===== src/rtl/sht40_pkg.sv =====
// Shared constants and types for the SHT40 read-frame decoder.
package sht40_pkg;

  localparam int unsigned BYTE_W      = 8;
  localparam int unsigned WORD_W      = 16;
  localparam int unsigned IDX_W       = 3;
  localparam int unsigned TMO_W       = 16;
  localparam int unsigned FRAME_BYTES = 6;

  localparam logic [BYTE_W-1:0] CRC_POLY = 8'h31;
  localparam logic [BYTE_W-1:0] CRC_INIT = 8'hFF;

  // Byte positions that carry a CRC rather than data
  localparam logic [IDX_W-1:0] IDX_CRC_T = IDX_W'(2);
  localparam logic [IDX_W-1:0] IDX_CRC_H = IDX_W'(FRAME_BYTES - 1);

  typedef enum logic [1:0] {
    ST_IDLE    = 2'd0,
    ST_COLLECT = 2'd1,
    ST_CHECK   = 2'd2
  } state_t;

endpackage


===== src/rtl/sht40_crc8.sv =====
// One full-byte step of CRC-8 (poly 0x31, MSB first, no reflection).
module sht40_crc8
  import sht40_pkg::*;
(
  input  logic [BYTE_W-1:0] crc_in,
  input  logic [BYTE_W-1:0] data_in,
  output logic [BYTE_W-1:0] crc_out
);

  logic [BYTE_W-1:0] w_crc;

  always_comb begin
    w_crc = crc_in ^ data_in;
    for (int i = 0; i < 8; i++) begin
      w_crc = w_crc[7] ? ({w_crc[6:0], 1'b0} ^ CRC_POLY) : {w_crc[6:0], 1'b0};
    end
    crc_out = w_crc;
  end

endmodule


===== src/rtl/sht40_frame_decoder.sv =====
// Collects a 6-byte SHT40 measurement frame, checks both CRCs and publishes
// the CRC-good temperature/humidity words.
module sht40_frame_decoder
  import sht40_pkg::*;
#(
  parameter logic [TMO_W-1:0] TIMEOUT_CYCLES = 16'd50000
) (
  input  logic              clk,
  input  logic              rst_n,
  input  logic              Frame_Start,
  input  logic [BYTE_W-1:0] Rx_Byte,
  input  logic              Rx_Byte_Valid,
  output logic [WORD_W-1:0] Temp_Raw,
  output logic [WORD_W-1:0] Hum_Raw,
  output logic              Meas_Valid,
  output logic              Crc_Err_T,
  output logic              Crc_Err_H,
  output logic              Frame_Err,
  output logic              Busy
);

  state_t              r_state,      w_state_nxt;
  logic [IDX_W-1:0]    r_idx,        w_idx_nxt;
  logic [BYTE_W-1:0]   r_crc,        w_crc_nxt;
  logic [TMO_W-1:0]    r_tmo,        w_tmo_nxt;
  logic [WORD_W-1:0]   r_temp_buf,   w_temp_buf_nxt;
  logic [WORD_W-1:0]   r_hum_buf,    w_hum_buf_nxt;
  logic                r_pend_t,     w_pend_t_nxt;
  logic [WORD_W-1:0]   r_temp_raw,   w_temp_raw_nxt;
  logic [WORD_W-1:0]   r_hum_raw,    w_hum_raw_nxt;
  logic                r_meas_valid, w_meas_valid_nxt;
  logic                r_err_t,      w_err_t_nxt;
  logic                r_err_h,      w_err_h_nxt;
  logic                r_frame_err,  w_frame_err_nxt;
  logic                r_busy,       w_busy_nxt;
  logic [BYTE_W-1:0]   w_crc_step;
  logic [TMO_W-1:0]    w_tmo_inc;

  sht40_crc8 u_crc (
    .crc_in  (r_crc),
    .data_in (Rx_Byte),
    .crc_out (w_crc_step)
  );

  assign w_tmo_inc = (r_tmo == '1) ? r_tmo : r_tmo + TMO_W'(1);

  // State register and all registered outputs
  always_ff @(posedge clk or negedge rst_n) begin
    if (!rst_n) begin
      r_state      <= ST_IDLE;
      r_idx        <= '0;
      r_crc        <= CRC_INIT;
      r_tmo        <= '0;
      r_temp_buf   <= '0;
      r_hum_buf    <= '0;
      r_pend_t     <= 1'b0;
      r_temp_raw   <= '0;
      r_hum_raw    <= '0;
      r_meas_valid <= 1'b0;
      r_err_t      <= 1'b0;
      r_err_h      <= 1'b0;
      r_frame_err  <= 1'b0;
      r_busy       <= 1'b0;
    end else begin
      r_state      <= w_state_nxt;
      r_idx        <= w_idx_nxt;
      r_crc        <= w_crc_nxt;
      r_tmo        <= w_tmo_nxt;
      r_temp_buf   <= w_temp_buf_nxt;
      r_hum_buf    <= w_hum_buf_nxt;
      r_pend_t     <= w_pend_t_nxt;
      r_temp_raw   <= w_temp_raw_nxt;
      r_hum_raw    <= w_hum_raw_nxt;
      r_meas_valid <= w_meas_valid_nxt;
      r_err_t      <= w_err_t_nxt;
      r_err_h      <= w_err_h_nxt;
      r_frame_err  <= w_frame_err_nxt;
      r_busy       <= w_busy_nxt;
    end
  end

  // Next-state and datapath; Frame_Start always wins over a same-cycle byte
  always_comb begin
    w_state_nxt      = r_state;
    w_idx_nxt        = r_idx;
    w_crc_nxt        = r_crc;
    w_tmo_nxt        = r_tmo;
    w_temp_buf_nxt   = r_temp_buf;
    w_hum_buf_nxt    = r_hum_buf;
    w_pend_t_nxt     = r_pend_t;
    w_temp_raw_nxt   = r_temp_raw;
    w_hum_raw_nxt    = r_hum_raw;
    w_meas_valid_nxt = 1'b0;
    w_err_t_nxt      = r_err_t;
    w_err_h_nxt      = r_err_h;
    w_frame_err_nxt  = 1'b0;

    if (Frame_Start) begin
      w_state_nxt     = ST_COLLECT;
      w_idx_nxt       = '0;
      w_crc_nxt       = CRC_INIT;
      w_tmo_nxt       = '0;
      w_pend_t_nxt    = 1'b0;
      w_err_t_nxt     = 1'b0;
      w_err_h_nxt     = 1'b0;
      w_frame_err_nxt = (r_state == ST_COLLECT);
    end else begin
      case (r_state)
        ST_COLLECT: begin
          if (Rx_Byte_Valid) begin
            w_tmo_nxt = '0;
            w_idx_nxt = r_idx + IDX_W'(1);
            if (r_idx == IDX_CRC_T) begin
              w_pend_t_nxt = (Rx_Byte != r_crc);
              w_crc_nxt    = CRC_INIT;
            end else if (r_idx == IDX_CRC_H) begin
              w_state_nxt      = ST_CHECK;
              w_idx_nxt        = '0;
              w_crc_nxt        = CRC_INIT;
              w_meas_valid_nxt = 1'b1;
              w_err_t_nxt      = r_pend_t;
              w_err_h_nxt      = (Rx_Byte != r_crc);
              if (!r_pend_t)        w_temp_raw_nxt = r_temp_buf;
              if (Rx_Byte == r_crc) w_hum_raw_nxt  = r_hum_buf;
            end else begin
              w_crc_nxt = w_crc_step;
              if (r_idx < IDX_CRC_T) w_temp_buf_nxt = {r_temp_buf[7:0], Rx_Byte};
              else                   w_hum_buf_nxt  = {r_hum_buf[7:0], Rx_Byte};
            end
          end else if (r_tmo >= TIMEOUT_CYCLES) begin
            w_state_nxt     = ST_IDLE;
            w_frame_err_nxt = 1'b1;
          end else begin
            w_tmo_nxt = w_tmo_inc;
          end
        end
        ST_CHECK: w_state_nxt = ST_IDLE;
        default:  w_state_nxt = ST_IDLE;
      endcase
    end

    w_busy_nxt = (w_state_nxt != ST_IDLE);
  end

  assign Temp_Raw   = r_temp_raw;
  assign Hum_Raw    = r_hum_raw;
  assign Meas_Valid = r_meas_valid;
  assign Crc_Err_T  = r_err_t;
  assign Crc_Err_H  = r_err_h;
  assign Frame_Err  = r_frame_err;
  assign Busy       = r_busy;

endmodule


===== config.mk =====
export PLATFORM = sky130hd
export DESIGN_NAME = sht40_frame_decoder
export DESIGN_NICKNAME = d
export VERILOG_FILES = /design/src/rtl/sht40_pkg.sv /design/src/rtl/sht40_crc8.sv /design/src/rtl/sht40_frame_decoder.sv
export SDC_FILE = /design/constraint.sdc
export NUM_CORES = 1
export LEC_CHECK = 0
export ABC_AREA = 1
export CAP_MARGIN = 30
export CORE_MARGIN = 2
export CORE_UTILIZATION = 55
export DETAILED_ROUTE_END_ITERATION = 10
export HOLD_SLACK_MARGIN = 0.02
export PLACE_DENSITY = 0.81
export SLEW_MARGIN = 0
export SYNTH_ARGS = -nofsm -noshare
export SYNTH_HDL_FRONTEND = slang
export SYNTH_HIERARCHICAL = 1
export SYNTH_SLANG_ARGS = --single-unit

===== constraint.sdc =====
create_clock -name clk -period 4.41 [get_ports clk]
set_input_delay 0.6615 -clock clk [delete_from_list [all_inputs] [get_ports clk]]
set_output_delay 0.6615 -clock clk [all_outputs]
set_load 0.05 [all_outputs]

## Word level (Yosys, flattened, before mapping)

Index checks and enable logic that the tools add are counted.

- Register bits: 99
- Bits of input ports: 12
- Output and inout bits: 37

- Add/sub/neg operators: 2
- $lt $le $gt $ge: 2
- Equal/unequal tests: 9
- Muxes and demuxes: 52
- Bitwise operators: 14
- Reduce and logical (&&, ||, !) cells: 13

Operators with widths:

| operator | count |
|---|---|
| 16-bit 2-to-1 mux | 5 |
| 6-bit 2-to-1 mux | 8 |
| 8-bit 2-to-1 mux | 5 |
| 3-bit inverter | 8 |
| 6-bit AND reduction | 4 |
| 1-bit 2-to-1 mux | 23 |
| 16-bit by 1-bit adder with 16-bit output (second input constant) | 1 |
| 16-bit equality test (second input constant) | 1 |
| 16-bit greater-or-equal comparator (second input constant) | 1 |
| 3-bit 2-to-1 mux | 5 |
| 2-bit 2-to-1 mux | 6 |
| 2-bit nonzero test | 5 |
| 8-bit equality test | 1 |
| 8-bit != test | 1 |
| 8-bit XOR | 1 |
| 3-bit != test (second input constant) | 2 |
| 3-bit AND reduction | 2 |
| 1-bit inverter | 5 |
| 4-bit AND reduction | 1 |
| 3-bit by 1-bit adder with 3-bit output (second input constant) | 1 |
| 3-bit by 2-bit equality test with 1-bit output (second input constant) | 1 |
| 3-bit equality test (second input constant) | 1 |
| 3-bit by 2-bit < comparator with 1-bit output (second input constant) | 1 |
| 2-bit by 1-bit equality test with 1-bit output (second input constant) | 1 |
| other kinds (2) | 2 |

## Depth between registers and ports, before layout

Gate-level depths: netlist of run 1.

- Word-level depth: 22
- Depth in mapped cells: 12

## By module

Netlist of run 1, hierarchy kept.

By module, submodules not included:

| module | times used | cells an instance | area an instance (sq um) |
|---|---|---|---|
| sht40_frame_decoder | 1 | 530 | 4633.2 |
| sht40_crc8 | 1 | 75 | 399.1 |

## Worst setup path before layout of run 1

Ideal clock, no wire load.

- Path type: input to register
- Start: input Rx_Byte[5]
- End: register r_hum_raw[10], in the netlist Hum_Raw[10]
- Setup time: 119 ps
- Arrival: 1501 ps
- Path slack: 2790 ps
- Cell stages on the path: 8
- Buffers on the path: 1
- Path through: xor2_1 -> nor2_1 -> nand2_1 -> nor2_4 -> nand2_4 -> buf_6 -> nand2_1 -> nand2_1

- Longest elaborated chain between the ends: 2

RTL lines:

| what | line | RTL |
|---|---|---|
| start: declaration | sht40_frame_decoder.sv:11 | `input logic [BYTE_W-1:0] Rx_Byte,` |
| 8-bit equality test | sht40_frame_decoder.sv:124 | `if (Rx_Byte == r_crc) w_hum_raw_nxt = r_hum_buf;` |
| 6-bit AND reduction (no source line) | n/a |  |
| end signal: assignment | sht40_frame_decoder.sv:73 | `r_hum_raw <= w_hum_raw_nxt;` |
| end: declaration | sht40_frame_decoder.sv:30 | `logic [WORD_W-1:0] r_hum_raw, w_hum_raw_nxt;` |

No other way between the ends.
A chain may end at the register's enable or synchronous reset.

## Final worst setup path of run 1

- Start: input Rx_Byte_Valid
- End: register r_tmo[14]

- Longest elaborated chain between the ends: 3

RTL lines:

| what | line | RTL |
|---|---|---|
| start: declaration | sht40_frame_decoder.sv:12 | `input logic Rx_Byte_Valid,` |
| 16-bit 2-to-1 mux | sht40_frame_decoder.sv:110 | `if (Rx_Byte_Valid) begin` |
| 16-bit 2-to-1 mux | sht40_frame_decoder.sv:108 | `case (r_state)` |
| 16-bit 2-to-1 mux | sht40_frame_decoder.sv:98 | `if (Frame_Start) begin` |
| end signal: assignment | sht40_frame_decoder.sv:68 | `r_tmo <= w_tmo_nxt;` |
| end: declaration | sht40_frame_decoder.sv:25 | `logic [TMO_W-1:0] r_tmo, w_tmo_nxt;` |

Several ways; a longest one is shown, not always the timed one. The select of a mux whose other input is x is not followed.

==> run metrics, run 1 <==
status=finished clean; synthesized area per cell=slightly above 8 sq um; Root Driver=clkbuf_8; post-route cell area=5700 sq um; die area=9930 sq um; drt pass-1 iters=4; H-tree Lvls=3; CP dominant cell by count=nand2_1; antenna violation net count after detailed routing=0; Finished Layout Cells=760; max_cap viols=0; Final #Nets=661; Max FO, Critical Path=22; ant diodes=0; cell chain of the critical path=clkdlybuf4s50_1, nor2_4, inv_2, nand2_1, nand2_2, nand2_1, nand2_1; Cells after DPL=roughly 740; clock slew at reported path FFs=about 0.10 ns; Final Hold Viols=0; Relative slew margins=0.382; min Tclk post-route=approximately 2.6 ns; CP max stage delay=between 0.5 and 0.6 ns; Reg-to-Reg Start=r_state[0]; Yosys reg bits=99; Setup Skew=between 0.015 and 0.02 ns; I/O Buffers=48; f_max=roughly 390 MHz; Die W=between 90 and 100 um; Ys Warns=6; cts hold-fix bufs=0; vias per inst=approximately 5.4; Vias=about 4,100; number of cells on the critical path=7; DP Area=5510 sq um; P_leak=~0.0028 uW; core box area=roughly 8800 sq um; Slew Viols, Final=0; DR WL/cell=13.7 um; total power=approximately 2300 uW; sequential area share after synthesis=0.494; Sink Count=99; CP required=around 4.7 ns; Cell variety after synth=35; Final setup viols=0; Mapped Cells=slightly above 600; Area growth syn-to-layout=13.3%; fin crit share=0.585; Die H=99.7 um; DP Wirelength=approximately 7.5 mm; initial antenna violation count=0; Slowest-stage cell, CP=nand2_1; RSZ-0062 raised after global routing=false; Crit path max-delay family=simple AND/OR/NAND/NOR gates; Worst IR Drop VDD=between 0.0003 and 0.0004 V; IO Pins=a little under 50; critical path arrival=2.84 ns; net count after synthesis=a little over 600; clock tree buffer depth=2; WL final=approximately 10 mm; largest net degree at the start of global routing=78; post-cts resize count=0; crit path launch type=input pin; Slew @ Worst Pin=just over 0.9 ns; Tot GR Track Use=0.224; Post-Route Setup TNS=0 ns; HP Class=input pin to asynchronous set/reset pin; R2R depth=8; Setup Buffers After CTS=0; first-pass GRT wire length=approximately 18 mm; CTS tree=yes; Worst-Skew Late Latency=between 0.3 and 0.4 ns; Detailed Route Iter0 Violations=~200; DRC viols=0; grt ovf=0; # rows=34; Critical Path Source=Rx_Byte_Valid; CTS buffer count=9; share of layout cells above drive strength 1=0.117; CP bufs+invs=2; Initial Utilization=0.571; Power Density=411 nW/um^2; synthesized area=a little over 5000 sq um; vias in the first global route=a little under 4,000; routability cong.=between 0.8 and 0.9; crit path capture type=register; CP Class=input pin to register
==> flip-flops by register name (all words and copies together), names as in the netlist <==
name / cells
Busy: 1
Crc_Err_H: 1
Crc_Err_T: 1
Frame_Err: 1
Hum_Raw: 16
Meas_Valid: 1
Temp_Raw: 16
r_crc: 8
r_hum_buf: 16
r_idx: 3
r_pend_t: 1
r_state: 2
r_temp_buf: 16
r_tmo: 16
==> synthesized netlist by cell type (all sizes together) <==
cell | count | area [sq um]
o21bai | 1 | 7.51
nor3b | 1 | 7.51
nor3 | 1 | 5.00
o21ai | 53 | 325
buf | 17 | 141
ha | 2 | 25.0
inv | 55 | 206
nor2 | 43 | 219
nand4 | 5 | 31.3
dfrtp | 91 | 2280
o211ai | 1 | 7.51
nand3b | 2 | 15.0
dfstp | 8 | 210
o22ai | 1 | 6.26
nand2 | 213 | 855
xor2 | 18 | 173
or2 | 1 | 6.26
clkbuf | 1 | 3.75
xnor2 | 4 | 53.8
a21oi | 10 | 61.3
nand3 | 77 | 395
==> routing by layer <==
layer / wire [um] / share of wire / global-route usage / up-vias
li1: - / - / - / 2012
met1: 4610 / 0.44 / 0.291 / 1939
met2: 5150 / 0.49 / 0.378 / 113
met3: 422 / 0.040 / 0.0337 / 25
met4: 240 / 0.023 / 0.0927 / 0
met5: 0 / 0 / 0 / -
==> stage by stage <==
stage / setup slack [ns] / utilization / hold WS, ns
6_report: 1.83 / 0.647 / 0.429
5_1_grt: 1.62 / 0.647 / 0.502
4_1_cts: 1.85 / 0.647 / 0.469
3_5_place_dp: 1.46 / 0.625 / 0.457
3_3_place_gp: 1.53 / 0.625 / 0.454
2_1_floorplan: 2.79 / - / 0.366
==> area by class of cell <==
cell class                 count  area (sq um)
sequential                    99          2490
clock inverter                 7          70.1
timing repair buffer          49           485
clock buffer                   9           124
multi-input combinational    433          2190
fill                         745          3100
inverter                      55           206
tap                          108           135
==> path summary, 6_finish.rpt <==
kind	endpoint	slack, ns
max	r_tmo[14]	1.83
min in group clk	Temp_Raw[14]	0.48
min	Hum_Raw[13]	0.43
min reg2reg	Temp_Raw[14]	0.48
max reg2reg	r_tmo[14]	2.38
max in group asynchronous	r_crc[7]	3.07
==> power breakdown <==
part / switching [uW] / internal (uW)
clock network: 350 / 221
registers: 108 / 1050
logic: 374 / 236
total: 833 / 1510
==> worst register-to-register path: stages, from the launching register on <==
cell and delay, ns:
dfrtp_1 0.37, inv_1 0.07, nor2_2 0.05, inv_2 0.11, nand2_1 0.10, nand2_1 0.56
nand2_2 0.42, nand2_1 0.19, nand2_1 0.07
==> kinds of logic (layout without fill, tap and decap cells) <==
logic type	count (synthesis)	after routing	synth area share
adders and majority gates	2	2	0.00497
and+or+nand+nor	343	343	0.305
buffers and inverters	73	120	0.0699
AOI/OAI and AO/OA	66	66	0.0811
DFF	99	99	0.494
xor gates and xnor gates	22	22	0.0450
==> cells in the final DEF (no fill, tap or decap), drive strengths merged <==
cell,count
a21oi,10
buf,2
clkbuf,9
clkdlybuf4s50,47
clkinv,2
clkinvlp,1
dfrtp,91
dfstp,8
ha,2
inv,59
nand2,213
nand3,77
nand3b,2
nand4,5
nor2,43
nor3,1
nor3b,1
o211ai,1
o21ai,53
o21bai,1
o22ai,1
or2,1
xnor2,4
xor2,18
Power figures use the tool's default switching activity.
==> run 2: changes to the inputs <==
--- a/config.mk
+++ b/config.mk
@@ -8,7 +8,7 @@
 export ABC_AREA = 1
 export CAP_MARGIN = 30
 export CORE_MARGIN = 2
-export CORE_UTILIZATION = 55
+export CORE_UTILIZATION = 52
 export DETAILED_ROUTE_END_ITERATION = 10
 export HOLD_SLACK_MARGIN = 0.02
 export PLACE_DENSITY = 0.81
==> constraint.sdc (replaced) <==
create_clock -name clk -period 2.2 [get_ports clk]
set_input_delay 0.33 -clock clk [delete_from_list [all_inputs] [get_ports clk]]
set_output_delay 0.33 -clock clk [all_outputs]
set_load 0.05 [all_outputs]
==> run 2 against run 1 <==
Cell count up 4.5%. Sequential share of layout area decreased by 1.1 points. Register-to-register slack worse by 1.9 ns. Non-clock buffer count is 13 higher. Critical endpoint is now Crc_Err_T. Sequential power grew 100%. Clock-buffer cell count stayed put.
==> run metrics, run 2 (synthesis results as in run 1) <==
first-pass GRT wire length=17.8 mm (was 18.0 mm); Final setup viols=0 (unchanged); leading cell type in the layout, fill and taps excluded=nand2_1 (unchanged); status=finished clean (unchanged); Power Density=797 nW/um^2 (was 411 nW/um^2); clock tree buffer depth=2 (unchanged); cell chain of the critical path=clkdlybuf4s50_1 (was clkdlybuf4s50_1, nor2_4, inv_2, nand2_1, nand2_2, nand2_1, nand2_1); RSZ-0062 raised after global routing=false (unchanged); Die H=102 um (was 99.7 um); Initial Utilization=0.540 (was 0.571); crit path capture type=output pin (was register); Max FO, Critical Path=2 (was 22); Sink Count=99 (unchanged); DRC viols=0 (unchanged); Layout Utilization=0.627 (was 0.647); antenna violation net count after detailed routing=0 (unchanged); Area growth syn-to-layout=16.1% (was 13.3%); drt pass-1 iters=5 (was 4); Slew Viols, Final=0 (unchanged); Detailed Route Iter0 Violations=226 (was 199); IO Pins=49 (unchanged); DP Wirelength=7.79 mm (was 7.45 mm); Final #Nets=674 (was 661); Die W=102 um (was 99.7 um); DR WL/cell=13.2 um (was 13.7 um); Post-Route Setup TNS=0 ns (unchanged); CP bufs+invs=1 (was 2); CTS buffer count=9 (unchanged); Tot GR Track Use=0.216 (was 0.224); f_max=around 520 MHz; Root Driver=clkbuf_8 (unchanged); CTS tree=yes (unchanged); Finished Layout Cells=794 (was 760); CP required=1.87 ns (was 4.67 ns); grt ovf=0 (unchanged); Slowest-stage cell, CP=clkdlybuf4s50_1 (was nand2_1); Setup Buffers After CTS=0 (unchanged); CP Class=register to output pin (was input pin to register); max_cap viols=0 (unchanged); HP Class=input pin to asynchronous set/reset pin (unchanged); min Tclk post-route=1.94 ns; Crit path max-delay family=buffers and inverters (was simple AND/OR/NAND/NOR gates); initial antenna violation count=0 (unchanged); largest net degree at the start of global routing=46 (was 78); vias in the first global route=3,876 (unchanged); P_leak=0.00292 uW (was 0.00285 uW); share of layout cells above drive strength 1=0.132 (was 0.117); Relative slew margins=0.647 (was 0.382); Worst Slack Setup Final=0.259 ns (was 1.83 ns); WL final=10.5 mm (was 10.4 mm); CP max stage delay=0.83 ns (was 0.58 ns); Vias=4,118 (was 4,089); die area=10,500 sq um (was 9930 sq um); core box area=9330 sq um (was 8810 sq um); I/O Buffers=48 (unchanged); Final Hold Viols=0 (unchanged); most frequent cells in the layout=201 x nand2_1, 91 x dfrtp_1, 75 x nand3_1 (unchanged); Slew @ Worst Pin=0.528 ns (was 0.927 ns); H-tree Lvls=3 (unchanged); Setup Skew=0.00811 ns (was 0.0159 ns); Worst IR Drop VDD=0.000473 V (was 0.000315 V); FILL cells=802 (was 745); crit path launch type=register (was input pin); # rows=35 (was 34); total power=4660 uW (was 2340 uW); Worst-Skew Late Latency=0.36 ns (was 0.37 ns); fin crit share=0.882; routability cong.=0.852 (was 0.888); Place WS=0.142 ns (was 1.46 ns); Cells after DPL=777 (was 744); clock slew at reported path FFs=0.10 ns (about the same); critical path arrival=1.61 ns (was 2.84 ns); ant diodes=0 (unchanged); post-cts resize count=0 (unchanged); vias per inst=5.19 (was 5.38)
-- run 2: changes by cell type in the layout (fill, tap and decap cells not counted) --
cell           before  now
inv_8               1    2
buf_12              0    2
dlygate4sd3_1       0    1
clkinv_8            1    0
clkinv_2            0    1
clkinv_4            1    3
buf_4               2   12
inv_6               3    0
-- run 2: through the flow --
| step | hold slack [ns] | area, sq um |
|---|---|---|
| final | 0.459 | 5840 |
| after global routing | 0.488 | 5840 |
| after CTS | 0.462 | 5840 |
| after detailed placement | 0.315 | 5650 |
| after global placement | 0.308 | 5650 |
| after floorplan | 0.0344 | 5030 |
-- run 2: routing by layer --
metal / global-route usage / vias to the layer above / wire, um
met3: 0.0390 / 25 / 480
li1: - / 2038 / -
met4: 0.0708 / 0 / 214
met2: 0.346 / 132 / 4970
met5: 0 / - / 0
met1: 0.301 / 1923 / 4810
-- run 2: worst paths after layout --
path	to	start	slack [ns]	cells past startpoint
max	Crc_Err_T	Crc_Err_T	0.26	1
min	r_tmo[11]	rst_n	0.46	2
max reg2reg	r_crc[1]	r_crc[7]	0.51	10
min reg2reg	Hum_Raw[4]	Hum_Raw[4]	0.48	2
max in group asynchronous	r_crc[7]	rst_n	1.02	3
min in group clk	Hum_Raw[4]	Hum_Raw[4]	0.48	2
-- run 2: layout make-up --
class                           count  area [sq um]  share of cell area
Clock buffer                        9           124              0.0212
Timing Repair Buffer               62           611               0.104
Multi-Input combinational cell    433          2190               0.375
Inverter                           55           206              0.0353
Sequential cell                    99          2490               0.426
Tap cell                          129           161              0.0276
Clock inverter                      7          61.3              0.0105
-- run 2: what timing repair did --
action | CTS | global route
hold endpoints to repair | 33 | 0
hold buffers | 1 | 0
endpoints found under the setup margin | 0 | 0
-- run 2: power breakdown --
group	internal, uW	switching (uW)
Combinational	486	732
Clock	431	678
Sequential	2110	223
